`src/rtl/mmio_peripheral_hub.sv`:
```
// mmio_peripheral_hub: 256-byte MMIO window with output registers, synchronised switches with sticky edges, and a compare timer
module mmio_peripheral_hub #(
  parameter logic [31:0] BASE_ADDR = 32'hFFFFFF00,
  parameter int NUM_OUT = 4,
  parameter int SW_WIDTH = 10,
  parameter int SYNC_STAGES = 2,
  parameter int TIMER_WIDTH = 32
) (
  input  logic                   clk,
  input  logic                   reset,
  input  logic [31:0]            addr,
  input  logic [31:0]            wdata,
  input  logic                   we,
  output logic [31:0]            rdata,
  output logic                   hit,
  input  logic [SW_WIDTH-1:0]    sw_in,
  output logic [NUM_OUT*32-1:0]  out_bus,
  output logic                   timer_irq
);
  localparam logic [5:0] W_SW   = 6'h10;
  localparam logic [5:0] W_EDGE = 6'h11;
  localparam logic [5:0] W_CNT  = 6'h12;
  localparam logic [5:0] W_CMP  = 6'h13;
  localparam logic [5:0] W_CTRL = 6'h14;
  logic [NUM_OUT-1:0][31:0]             out_r;
  logic [SYNC_STAGES-1:0][SW_WIDTH-1:0] sync_ff;
  logic [SW_WIDTH-1:0]                  sync, sync_d, sw_edge;
  logic [TIMER_WIDTH-1:0]               tcount, tcmp;
  logic                                 en, ar, ie, flag;
  logic [5:0]                           idx;
  logic                                 wr, match;
  logic [31:0]                          rd_word;
  assign idx       = addr[7:2];
  assign hit       = addr[31:8] == BASE_ADDR[31:8] && addr[1:0] == 2'b00;
  assign wr        = we && hit;
  assign sync      = sync_ff[SYNC_STAGES-1];
  assign match     = en && tcount == tcmp;
  assign out_bus   = out_r;
  assign timer_irq = flag & ie;
  always_ff @(posedge clk or negedge reset) begin
    if (!reset) begin
      out_r <= '0;
    end else begin
      for (int i = 0; i < NUM_OUT; i++)
        if (wr && idx == 6'(i)) out_r[i] <= wdata;
    end
  end
  always_ff @(posedge clk or negedge reset) begin
    if (!reset) begin
      sync_ff <= '0;
      sync_d  <= '0;
      sw_edge <= '0;
    end else begin
      sync_ff <= {sync_ff[SYNC_STAGES-2:0], sw_in};
      sync_d  <= sync;
      sw_edge <= (sw_edge & ~(wr && idx == W_EDGE ? wdata[SW_WIDTH-1:0] : '0)) | (sync & ~sync_d);
    end
  end
  always_ff @(posedge clk or negedge reset) begin
    if (!reset) begin
      tcount <= '0;
      tcmp   <= '1;
      {ie, ar, en} <= 3'b000;
      flag   <= 1'b0;
    end else begin
      tcount <= wr && idx == W_CNT ? wdata[TIMER_WIDTH-1:0] : match && ar ? '0 : en ? tcount + 1'b1 : tcount;
      flag   <= match | (flag & ~(wr && idx == W_CTRL && wdata[3]));
      if (wr && idx == W_CMP) tcmp <= wdata[TIMER_WIDTH-1:0];
      if (wr && idx == W_CTRL) {ie, ar, en} <= wdata[2:0];
    end
  end
  always_comb begin
    rd_word = '0;
    for (int i = 0; i < NUM_OUT; i++)
      if (idx == 6'(i)) rd_word = out_r[i];
    if (idx == W_SW) rd_word = 32'(sync);
    if (idx == W_EDGE) rd_word = 32'(sw_edge);
    if (idx == W_CNT) rd_word = 32'(tcount);
    if (idx == W_CMP) rd_word = 32'(tcmp);
    if (idx == W_CTRL) rd_word = {28'b0, flag, ie, ar, en};
    rdata = hit ? rd_word : '0;
  end
endmodule

```
`config.mk`:
```
export PLATFORM = sky130hd
export DESIGN_NAME = mmio_peripheral_hub
export DESIGN_NICKNAME = d
export VERILOG_FILES = /design/src/rtl/mmio_peripheral_hub.sv
export SDC_FILE = /design/constraint.sdc
export NUM_CORES = 1
export LEC_CHECK = 0
export CORE_MARGIN = 2
export CORE_UTILIZATION = 25
export CTS_CLUSTER_DIAMETER = 120
export CTS_CLUSTER_SIZE = 28
export DETAILED_ROUTE_END_ITERATION = 7
export PLACE_DENSITY_LB_ADDON = 0.12
export SYNTH_ARGS = -nofsm -noshare
export SYNTH_HDL_FRONTEND = slang
export SYNTH_SLANG_ARGS = --single-unit
```
`constraint.sdc`:
```
create_clock -name clk -period 2.05 [get_ports clk]
set_input_delay 0.205 -clock clk [delete_from_list [all_inputs] [get_ports clk]]
set_output_delay 0.205 -clock clk [all_outputs]
set_load 0.01 [all_outputs]
```
---- Word-level counts from Yosys, hierarchy flattened ----
Cells that the tools add are included.
cells by class
  $add $sub $neg .......................... 1
  equality and inequality tests ........... 10
  mux-type cells .......................... 14
  bitwise logic cells ..................... 9
  reductions and logical operators ........ 16
operators with widths
  cell                                                  count
  two-way mux 32 bit                                    13
  adder 32 x 1 -> 32 bit (second input constant)        1
  equality test 32 bit                                  1
  equality test 6 x 5 -> 1 bit (second input constant)  5
  equality test 24 bit (second input constant)          1
  AND 10 bit                                            2
  inverter 10 bit                                       2
  logical AND 1 bit                                     13
  equality test 6 x 2 -> 1 bit (second input constant)  2
  two-way mux 10 bit                                    1
  bitwise OR 10 bit                                     1
  equality test 6 x 1 -> 1 bit (second input constant)  1
  zero test 6 bit                                       1
  nonzero test 3 bit                                    1
  AND 1 bit                                             2
  zero test 2 bit                                       1
  inverter 1 bit                                        1
  bitwise OR 1 bit                                      1
storage, ports and cells
  flip-flop bits (word level) ............. 236
  input bits .............................. 77
  output and inout bits ................... 162

---- Longest topological paths before layout ----
Gate-level depths: netlist of the first run.
  depth in word-level cells ............... 11
  gate-level depth with buffers ........... 9
  depth with buffers taken out ............ 7

---- Worst setup path after synthesis of the first run ----
No wires, ideal clock.
  path kind ............................... input to output
  start ................................... input port addr[4]
  end ..................................... output port rdata[6]
  data arrival time ....................... 1.902 ns
  required time ........................... 1.845 ns
  setup slack ............................. -0.057 ns
  stages on the path ...................... 5
  buffers on the path ..................... 0
  cell sequence ........................... or4b_2 > nor2_2 > a211oi_1 > o32a_1 > nor3_1
on the way
  cells in the longest elaborated chain, start to end .. 11
  elaborated cells between the ends (all ways) .. 19
  classes of those cells .................. 8 x eq/ne; 10 x mux; 1 x reduce/logical
RTL lines
  item                              RTL line  RTL
  from (decl)                       11        input logic [31:0] addr,
  zero test 6 bit                   75        if (idx == 6'(i)) rd_word = out_r[i];
  two-way mux 32 bit (4 in series)  75
  two-way mux 32 bit                76        if (idx == W_SW) rd_word = 32'(sync);
  two-way mux 32 bit                77        if (idx == W_EDGE) rd_word = 32'(sw_edge);
  two-way mux 32 bit                78        if (idx == W_CNT) rd_word = 32'(tcount);
  two-way mux 32 bit                79        if (idx == W_CMP) rd_word = 32'(tcmp);
  two-way mux 32 bit (*)            80        if (idx == W_CTRL) rd_word = {28'b0, flag, ie, ar, en};
  two-way mux 32 bit (*)            81        rdata = hit ? rd_word : '0;
  to (decl)                         14        output logic [31:0] rdata,
Every way passes the cells marked *; elsewhere a longest branch is shown, timed or not.

---- Final worst setup path of the first run ----
  start ................................... register out_r (netlist bit out_bus[96])
  end ..................................... output port rdata[0]
on the way
  cells in the longest elaborated chain, start to end .. 7
RTL lines
  item                               RTL line  RTL
  from (decl)                        25        logic [NUM_OUT-1:0][31:0] out_r;
  from (signal, indexed assignment)  45        if (wr && idx == 6'(i)) out_r[i] <= wdata;
  two-way mux 32 bit                 75
  two-way mux 32 bit                 76
  two-way mux 32 bit                 77
  two-way mux 32 bit                 78
  two-way mux 32 bit                 79
  two-way mux 32 bit                 80
  two-way mux 32 bit                 81
No other way between the ends.

==> metrics.cfg, run 1 <==
[outcome]
status=finished, violations left
violations=negative setup slack

[grt]
antenna_found_initial=0
grt_pass1_vias=9943
grt_pass1_wl_mm=63.4
grt_max_degree=66
grt_usage_pct=17.7
grt_overflow_total=0

[routing]
vias=9377
viasPerCell=4.62
drtIter0Drc=529
drtAntennaViolNets=0
remaining_drc_errors=0
routedWlPerCell_um=21.1
first_pass_iters=4
wl_mm=42.7

[worst_setup_path]
endpoint=rdata[0]
regToRegEndpoint=tcount[14]$_DFFE_PN0P_
r2r_slack_ns=-0.17
worstRegToRegCells=8
worstSetupEndpointType=output pin
startpoint=out_bus[96]$_DFFE_PN0P_
worstSetupPathType=reg2out
cp_max_fo=2
cp.required_ns=1.85
r2r_start=tcmp[7]$_DFFE_PN1P_
cp.arrival_ns=2.05
start_kind=flip-flop

[sta]
hold_viol_final=0
setup_viol=40
post-route-period-util_pct=110
finalCriticalPeriod_ns=2.25
slew_violations=0
grt_setup_unrepaired=yes
tightest_slew_ns=0.459
slew_headroom_pct=69.1
fmax_ghz=0.444
layout_setup_ws_ns=-0.203
clock_skew_ns=0.0186

[clock_tree]
cts_buffer_depth=3
numCtsBuffers=12
clk_latency_ns=0.50
cts_tree=built
cts_sinks=236
h-tree-depth=1
root_buffer=clkbuf_16
clk_pin_slew_ns=0.12

[synthesis]
post-synth-top-area-fraction_pct=44.5
synth_cell_type_count=58
async_reset_ff_share_pct=100
synth-seq-area-share_pct=51.8
ys_warn_count=0
syn_nets=1058
synth_common_cells=dfrtp_1 (204), mux2_2 (133), nand2_1 (104)
syn_area_um2=11500
dominantRegCellSynth=dfrtp_1
synthCells=980
avgSynthCellArea_um2=11.7
yosysMostFrequentCell=dfrtp_1
ys_ff_latch=236
synth_area_leaders=dfrtp_1 (45%), mux2_2 (13%), dfstp_2 (7.3%), mux4_2 (6.3%), o21ai_0 (3.4%)
synth_edf_count=0
synth_top_area_cell=dfrtp_1

[run]
drv_cap=0

[pwr]
switchingPower_uw=1990
combPwrFrac_pct=7.1
p_int_uw=6290
p_clk_share_pct=36.2
seqPwrFrac_pct=56.8
p_sw_share_pct=24.1
power.density_nw_per_um2=466
power.leakage_uw=0.00764
ir_worst_vdd_uv=511

[floorplanning]
placementRows=78
die_y_um=218
die_w_um=218
dieArea_um2=47600
initial_core_util_pct=25.3
pin_count=239
core_um2=45300

[final_layout]
area_growth_pct=54.9
antenna-diode-count=0
final_util_pct=39.2
stdcell_count=2028
multi_input_area_um2=5910
layout-drive-gt1-share_pct=44.9
n_fill_cell=4456
regArea_um2=5950
nets=1500

[placement]
hpwl_mm=30.4
io_buffers=238
gp_congestion=0.781
dp.cells=1937

[min_path]
hold_path.class=in2reg

==> per-layer routing <==
layer	vias up	part of all wire (%)	wire (um)	GRT usage (%)
met3	21	3.1	1330	2.13
met5	-	0	0	0
met1	4812	46	19700	24.4
li1	4397	-	-	-
met4	0	1.1	489	2.27
met2	147	50	21200	30.4
==> metrics by stage <==
stage               worst slack, ns  TNS (ns)  power [uW]  hold WS (ns)  instance area [um2]
finish                       -0.203     -4.85        8290         0.121                17800
global route                 -0.319     -8.57        8610         0.100                17800
CTS                          -0.272     -4.03        8450         0.100                17200
detailed placement            -1.03   -148.55        5380        0.0856                16000
global placement             -0.980   -145.89        5380        0.0873                16000
floorplan                   0.00772         0        4910       -0.0906                11500
==> placed cells by master (no fill, tap or decap), types with 14 or more instances in the layout <==
cell | Yosys | final
inv_1 | 29 | 27
buf_6 | 4 | 23
o21ai_1 | 0 | 17
nand2_1 | 104 | 97
o31ai_4 | 0 | 24
o21ai_0 | 79 | 61
clkbuf_16 | 0 | 15
buf_2 | 22 | 38
nand3_1 | 17 | 14
xnor2_1 | 30 | 29
buf_12 | 0 | 34
xor2_1 | 26 | 24
mux4_2 | 32 | 32
nand4_1 | 15 | 15
buf_4 | 7 | 203
nor2_1 | 61 | 50
dfstp_2 | 32 | 32
mux2_2 | 133 | 133
dfrtp_1 | 204 | 203
clkdlybuf4s50_1 | 0 | 173
==> flip-flops by register name, indices dropped and copies added, names as in the netlist <==
name,flops
ar,1
tcmp,32
sync_ff,10
flag,1
out_bus,128
ie,1
sw_edge,10
en,1
tcount,32
sync,10
sync_d,10
==> how the worst min path moves through the flow <==
stage,startpoint,endpoint,cells after the start
floorplan,reset,ar$_DFFE_PN0N_,0
global placement,reset,out_bus[73]$_DFFE_PN0P_,1
detailed placement,reset,out_bus[9]$_DFFE_PN0P_,1
CTS,sw_in[7],sync_ff[7]$_DFF_PN0_,1
global route,sw_in[7],sync_ff[7]$_DFF_PN0_,1
finish,sw_in[3],sync_ff[3]$_DFF_PN0_,1
==> power groups by stage <==
stage	sequential, uW	clock (uW)	combinational (uW)
2_1_floorplan	4780	0	122
3_5_place_dp	4790	0	586
3_3_place_gp	4790	0	586
4_1_cts	4710	3150	600
5_1_grt	4710	3260	639
6_report	4710	3000	585
==> timing repair <==
item,in CTS,in global routing
cloned,4,2
pin swaps,66,60
buffers inserted,54,21
hold endpoints to repair,204,0
hold buffers,1,0
gates resized for setup,332,88
endpoints found under the setup margin,200,60
==> logic make-up (layout without fill, tap and decap cells) <==
| family | Yosys count | in the layout | share of synthesized area (%) |
|---|---|---|---|
| buf+inv | 94 | 542 | 3.91 |
| xor+xnor | 56 | 56 | 4.28 |
| mux | 173 | 173 | 20.1 |
| fa+ha+maj | 1 | 1 | 0.109 |
| compound gates | 165 | 165 | 9.09 |
| simple gates | 255 | 255 | 10.6 |
| flops | 236 | 236 | 51.8 |
==> cell type report <==
cell class                 count  area share [%]
multi-input combinational    650            33.3
inverter                      29           0.627
timing repair buffer         493            26.2
clock buffer                  17            1.97
sequential                   236            33.5
tap                          600            4.23
clock inverter                 3           0.246
==> worst max-delay path, cell delays in order (launching register included) <==
cell and delay [ns]:
dfrtp_1 0.39, mux4_2 0.50, a221oi_2 0.23, o21ai_1 0.08
o211ai_1 0.10, a21oi_2 0.10, buf_2 0.15
Power figures use the tool's default switching activity.
==> run 2: changes to the inputs <==
--- a/config.mk
+++ b/config.mk
@@ -7,2 +7,3 @@
 export LEC_CHECK = 0
+export ABC_AREA = 1
 export CORE_MARGIN = 2
==> constraint.sdc (replaced) <==
create_clock -name clk -period 2.05 [get_ports clk]
set_input_delay 0.5125 -clock clk [delete_from_list [all_inputs] [get_ports clk]]
set_output_delay 0.5125 -clock clk [all_outputs]
set_load 0.01 [all_outputs]
==> metrics.cfg, run 2 <==
[clock_tree]
numCtsBuffers=13
cts_buffer_depth=3
clk_latency_ns=0.53
cts_sinks=236
clk_pin_slew_ns=0.12
cts_tree=built
root_buffer=clkbuf_16
h-tree-depth=1

[floorplanning]
pin_count=239
placementRows=82
initial_core_util_pct=25.2
die_w_um=228
dieArea_um2=52100
core_um2=50000
die_y_um=228

[min_path]
whs_path_depth=0
hold_path.class=reg2reg
min-delay-start=sync_ff[4]$_DFF_PN0_
min_to=sync[4]$_DFF_PN0_

[grt]
grt_usage_pct=21.5
antenna_found_initial=2
grt_max_degree=65
grt_overflow_total=0
grt_pass1_vias=13200
grt_pass1_wl_mm=85.3

[routing]
vias=13200
viasPerCell=4.67
wl_mm=58.0
drtAntennaViolNets=0
dr_wl_met3_mm=2.00
routed.top_layer=met4
drtIter0Drc=985
first_pass_iters=5
remaining_drc_errors=0
dr_wl_met2_mm=28.0
drt-met1-wl_mm=26.6
routedWlPerCell_um=20.5

[worst_setup_path]
critPathMaxStageDelay_ns=0.18
worstRegToRegCells=14
regToRegEndpoint=tcount[20]$_DFFE_PN0P_
cp.arrival_ns=2.00
r2r_slack_ns=0.04
r2r_start=tcount[6]$_DFFE_PN0P_
start_kind=input port
worstSetupPathType=in2out
cp_slowest_cell=nor2_4
cp.required_ns=1.54
worstSetupEndpointType=output pin
crit_buf_inv=6
cp_cell_sequence=buf_6 > buf_6 > nor2_4 > inv_2 > nor2_4 > buf_6 > buf_12 > a22oi_1 > nand2_1 > o21ai_2 > a21oi_2 > buf_2
cp_max_fo=5
path_common_cell=buf_6
crit_family=buffers and inverters

[synthesis]
synthCells=1699
dominantRegCellSynth=dfrtp_1
synth-seq-area-share_pct=47.3
synth_edf_count=0
yosysMostFrequentCell=nand2_1
synth_area_leaders=dfrtp_1 (41%), nand2_1 (16%), o21ai_0 (8.2%), dfstp_2 (6.7%), nor2_1 (4.6%)
synth_common_cells=nand2_1 (525), o21ai_0 (207), dfrtp_1 (204)
ys_warn_count=0
synthAdderAreaFrac_pct=0.0995
post-synth-top-area-fraction_pct=40.6
synth_top_family_by_area=simple AND/OR/NAND/NOR gates
synth_mux_area_share_pct=0
ys_ff_latch=236
synth_top_area_cell=dfrtp_1
syn_area_um2=12600
syn_nets=1777
synth_cell_type_count=39
yosys.area_share.simple_pct=28.1
synth-compound-area-share_pct=16.0
async_reset_ff_share_pct=100
avgSynthCellArea_um2=7.40
synthXorXnorAreaFrac_pct=0.975

[final_layout]
largest_reg_flops=128
nets=2223
multi_input_area_um2=6600
layout-drive-gt1-share_pct=30.5
regArea_um2=5960
mostFrequentLayoutCells=nand2_1 (474), buf_4 (191), dfrtp_1 (190), o21ai_0 (163), nor2_1 (132)
n_fill_cell=5170
stdcell_count=2825
area_growth_pct=56.3
layout_commonest_cell=nand2_1

[pwr]
ir_worst_vdd_uv=401
power.density_nw_per_um2=424
power.leakage_uw=0.0101

[sta]
grt_setup_unrepaired=yes
post-route-period-util_pct=122
whs_ns=0.339
slew_violations=0
fmax_ghz=0.398
layout_setup_ws_ns=-0.460
clock_skew_ns=0.0351
hold_viol_final=0
slew_headroom_pct=57.2
tightest_slew_ns=0.642
finalCriticalPeriod_ns=2.51
setup_viol=32

[placement]
dp.cells=2696
hpwl_mm=41.2
io_buffers=238
gp_congestion=0.898

[run]
drv_cap=0

[outcome]
violations=negative setup slack
status=finished, violations left

run 2: worst register-to-register path: cells and delay by family, from the launching register on:
family | cells | cell delay (ns)
flip-flops | 1 | 0.47
AND/OR/NAND/NOR | 12 | 1.11
buffers and inverters | 2 | 0.33
run 2: what timing repair did:
item,4_1_cts,5_1_grt
cloned,14,6
setup buffers,46,49
gates resized for setup,441,244
hold endpoints to repair,19,0
endpoints found under the setup margin,107,120
hold buffers,1,0
pin swaps,71,91
run 2: per-layer routing:
metal | GRT usage (%) | vias to the layer above
met5 | 0 | -
met4 | 4.94 | 0
met3 | 2.40 | 56
met2 | 36.5 | 293
met1 | 29.4 | 6459
li1 | - | 6395
run 2: worst max path at each step:
stage	slack, ns	end	cells after the start	startpoint
after floorplan	-0.04	rdata[23]	7	addr[28]
after global placement	-1.25	rdata[25]	11	addr[4]
after detailed placement	-1.24	rdata[25]	11	addr[4]
after CTS	-0.48	rdata[21]	13	addr[7]
after global routing	-0.49	rdata[17]	12	addr[7]
final	-0.46	rdata[17]	12	addr[7]
run 2: cell families (layout without fill, tap and decap cells):
logic type                 count (synthesis)  count (layout)
buffers and inverters                    229             682
AOI/OAI and AO/OA                        382             382
DFF                                      236             236
xor gates and xnor gates                  14              14
adders and majority gates                  1               1
and+or+nand+nor                          837             837
other                                      0               1
run 2: where the power goes:
group / total, uW / internal [uW] / switching, uW
clock: 3070 / 1280 / 1790
sequential: 4700 / 4690 / 13.6
combinational: 559 / 239 / 320
total: 8330 / 6200 / 2130
run 2: cell type report:
cell class,instances,share of cell area [%]
well taps,672,4.28
inverters,155,3.24
diodes,1,0.0127
clock buffers,16,1.76
clock inverters,6,0.286
flip-flops and latches,236,30.3
repair buffers,505,26.5
multi-input cells,1234,33.6
run 2: metrics by stage:
step	cell area (um2)	setup TNS [ns]	total power [uW]	setup WS, ns	utilization (%)
after global routing	19700	-15.04	8650	-0.487	39.3
after floorplan	12800	-0.805	4890	-0.0392	-
after CTS	18500	-13.64	8430	-0.484	37.1
after global placement	17200	-149.21	5290	-1.25	34.3
final	19700	-11.77	8330	-0.460	39.3
after detailed placement	17200	-149.47	5290	-1.24	34.3
==> run 3: changes to the inputs <==
Settings changed: CORE_MARGIN 2 to not set, GPL_ROUTABILITY_DRIVEN set to 0.
==> metrics.cfg, run 3 (same netlist as run 2, synthesis figures left out) <==
[final_layout]
area_growth_pct=54.1
stdcell_count=2790
layout_commonest_cell=nand2_1
layout-drive-gt1-share_pct=29.8
nets=2197
final_area_um2=19400
antenna-diode-count=0
final_util_pct=39.4
mostFrequentLayoutCells=nand2_1 (476), dfrtp_1 (195), o21ai_0 (164), buf_4 (159), inv_1 (127)
largest_reg_flops=128

[routing]
drtIter0Drc=851
routedWlPerCell_um=19.8
viasPerCell=4.70
drtAntennaViolNets=0
remaining_drc_errors=0
first_pass_iters=6
wl_mm=55.3
vias=13100

[sta]
timing.setup.tns_ns=-14.73
fmax_ghz=0.383
tightest_slew_ns=0.586
layout_setup_ws_ns=-0.558
finalCriticalPeriod_ns=2.61
hold_viol_final=0
setup_viol=32
grt_setup_unrepaired=yes
clock_skew_ns=0.0224
slew_violations=0
post-route-period-util_pct=127
slew_headroom_pct=60.9

[floorplanning]
die_w_um=226
dieArea_um2=51200
pin_count=239
die_y_um=226
core_um2=49300
initial_core_util_pct=25.5
placementRows=81

[worst_setup_path]
cp.arrival_ns=2.10
cp_max_fo=5
crit_family=buffers and inverters
worstRegToRegCells=14
worstSetupPathType=in2out
r2r_slack_ns=0.07
endpoint=rdata[5]
regToRegEndpoint=tcount[20]$_DFFE_PN0P_
path_depth=14
worstSetupEndpointType=output pin
crit_buf_inv=7
startpoint=addr[7]
start_kind=input port
critPathMaxStageDelay_ns=0.19
cp_cell_sequence=buf_6 > buf_6 > nor2_4 > inv_2 > buf_6 > nor2_4 > buf_12 > buf_16 > nand2_4 > nand3_2 > o21ai_1 > a31o_1 > a21oi_2 > buf_2
r2r_start=tcmp[17]$_DFFE_PN1P_
cp.required_ns=1.54
path_common_cell=buf_6
cp_slowest_cell=a31o_1

[clock_tree]
h-tree-depth=1
cts_buffer_depth=3
clk_pin_slew_ns=0.10
cts_tree=built
clk_latency_ns=0.52
numCtsBuffers=13
root_buffer=clkbuf_16
cts_sinks=236

[min_path]
min-delay-start=sync_ff[9]$_DFF_PN0_
hold_path.class=reg2reg

[placement]
io_buffers=238
hpwl_mm=40.0
dp.cells=2671
placed_area_um2=17100

[outcome]
status=finished, violations left
violations=negative setup slack

[grt]
grt_pass1_vias=13000
grt_max_degree=60
antenna_found_initial=0
grt_pass1_wl_mm=80.7
grt_usage_pct=20.9
grt_overflow_total=0

[pwr]
power.leakage_uw=0.00972
power.density_nw_per_um2=427
total_power_uw=8290
ir_worst_vdd_uv=438

[run]
drv_cap=0

==> run 3: cell count changes in the layout (fill, tap and decap cells not counted), moves of 17 or more <==
cell             change
a21oi_2             -20
clkdlybuf4s50_1     +25
a21oi_1             +23
buf_4               -32
nor2_1              -22
nor2_2              +20
dlymetal6s2s_1      -17
==> run 3: report_power, final <==
group	switching (uW)	total [uW]	internal (uW)
clock network	1780	3030	1250
registers	14.7	4700	4690
logic	319	558	239
==> run 3: final cells by class <==
type / count / area [um2]
clock buffer: 16 / 337
timing repair buffer: 479 / 5000
sequential: 236 / 5960
clock inverter: 6 / 58.8
inverter: 155 / 606
tap: 664 / 831
fill: 5226 / 29900
multi-input combinational: 1234 / 6600
==> run 3: through the flow <==
step / hold slack, ns / setup slack [ns]
finish: 0.358 / -0.558
CTS: 0.360 / -0.625
detailed placement: 0.335 / -1.32
global route: 0.368 / -0.635
floorplan: 0.217 / -0.0392
global placement: 0.336 / -1.30
==> run 3: what timing repair did <==
action,CTS,global route
gates resized for setup,418,228
hold buffers,1,0
hold endpoints to repair,40,0
cloned,9,7
setup buffers,52,41
pin swaps,81,88
endpoints found under the setup margin,62,93
==> run 3: worst min-delay path by stage <==
stage	endpoint	depth (start not counted)
6_report	sync[9]$_DFF_PN0_	0
5_1_grt	sync[2]$_DFF_PN0_	0
4_1_cts	sync[9]$_DFF_PN0_	0
3_5_place_dp	sync[9]$_DFF_PN0_	0
3_3_place_gp	sync[2]$_DFF_PN0_	0
2_1_floorplan	ar$_DFFE_PN0N_	0
==> run 3: routing by layer <==
metal / part of all wire, % / global-route usage [%] / wire length, um
met5: 0 / 0 / 0
met4: 2.2 / 5.21 / 1220
met3: 2.6 / 1.76 / 1460
met2: 49 / 35.6 / 27100
met1: 46 / 28.6 / 25500
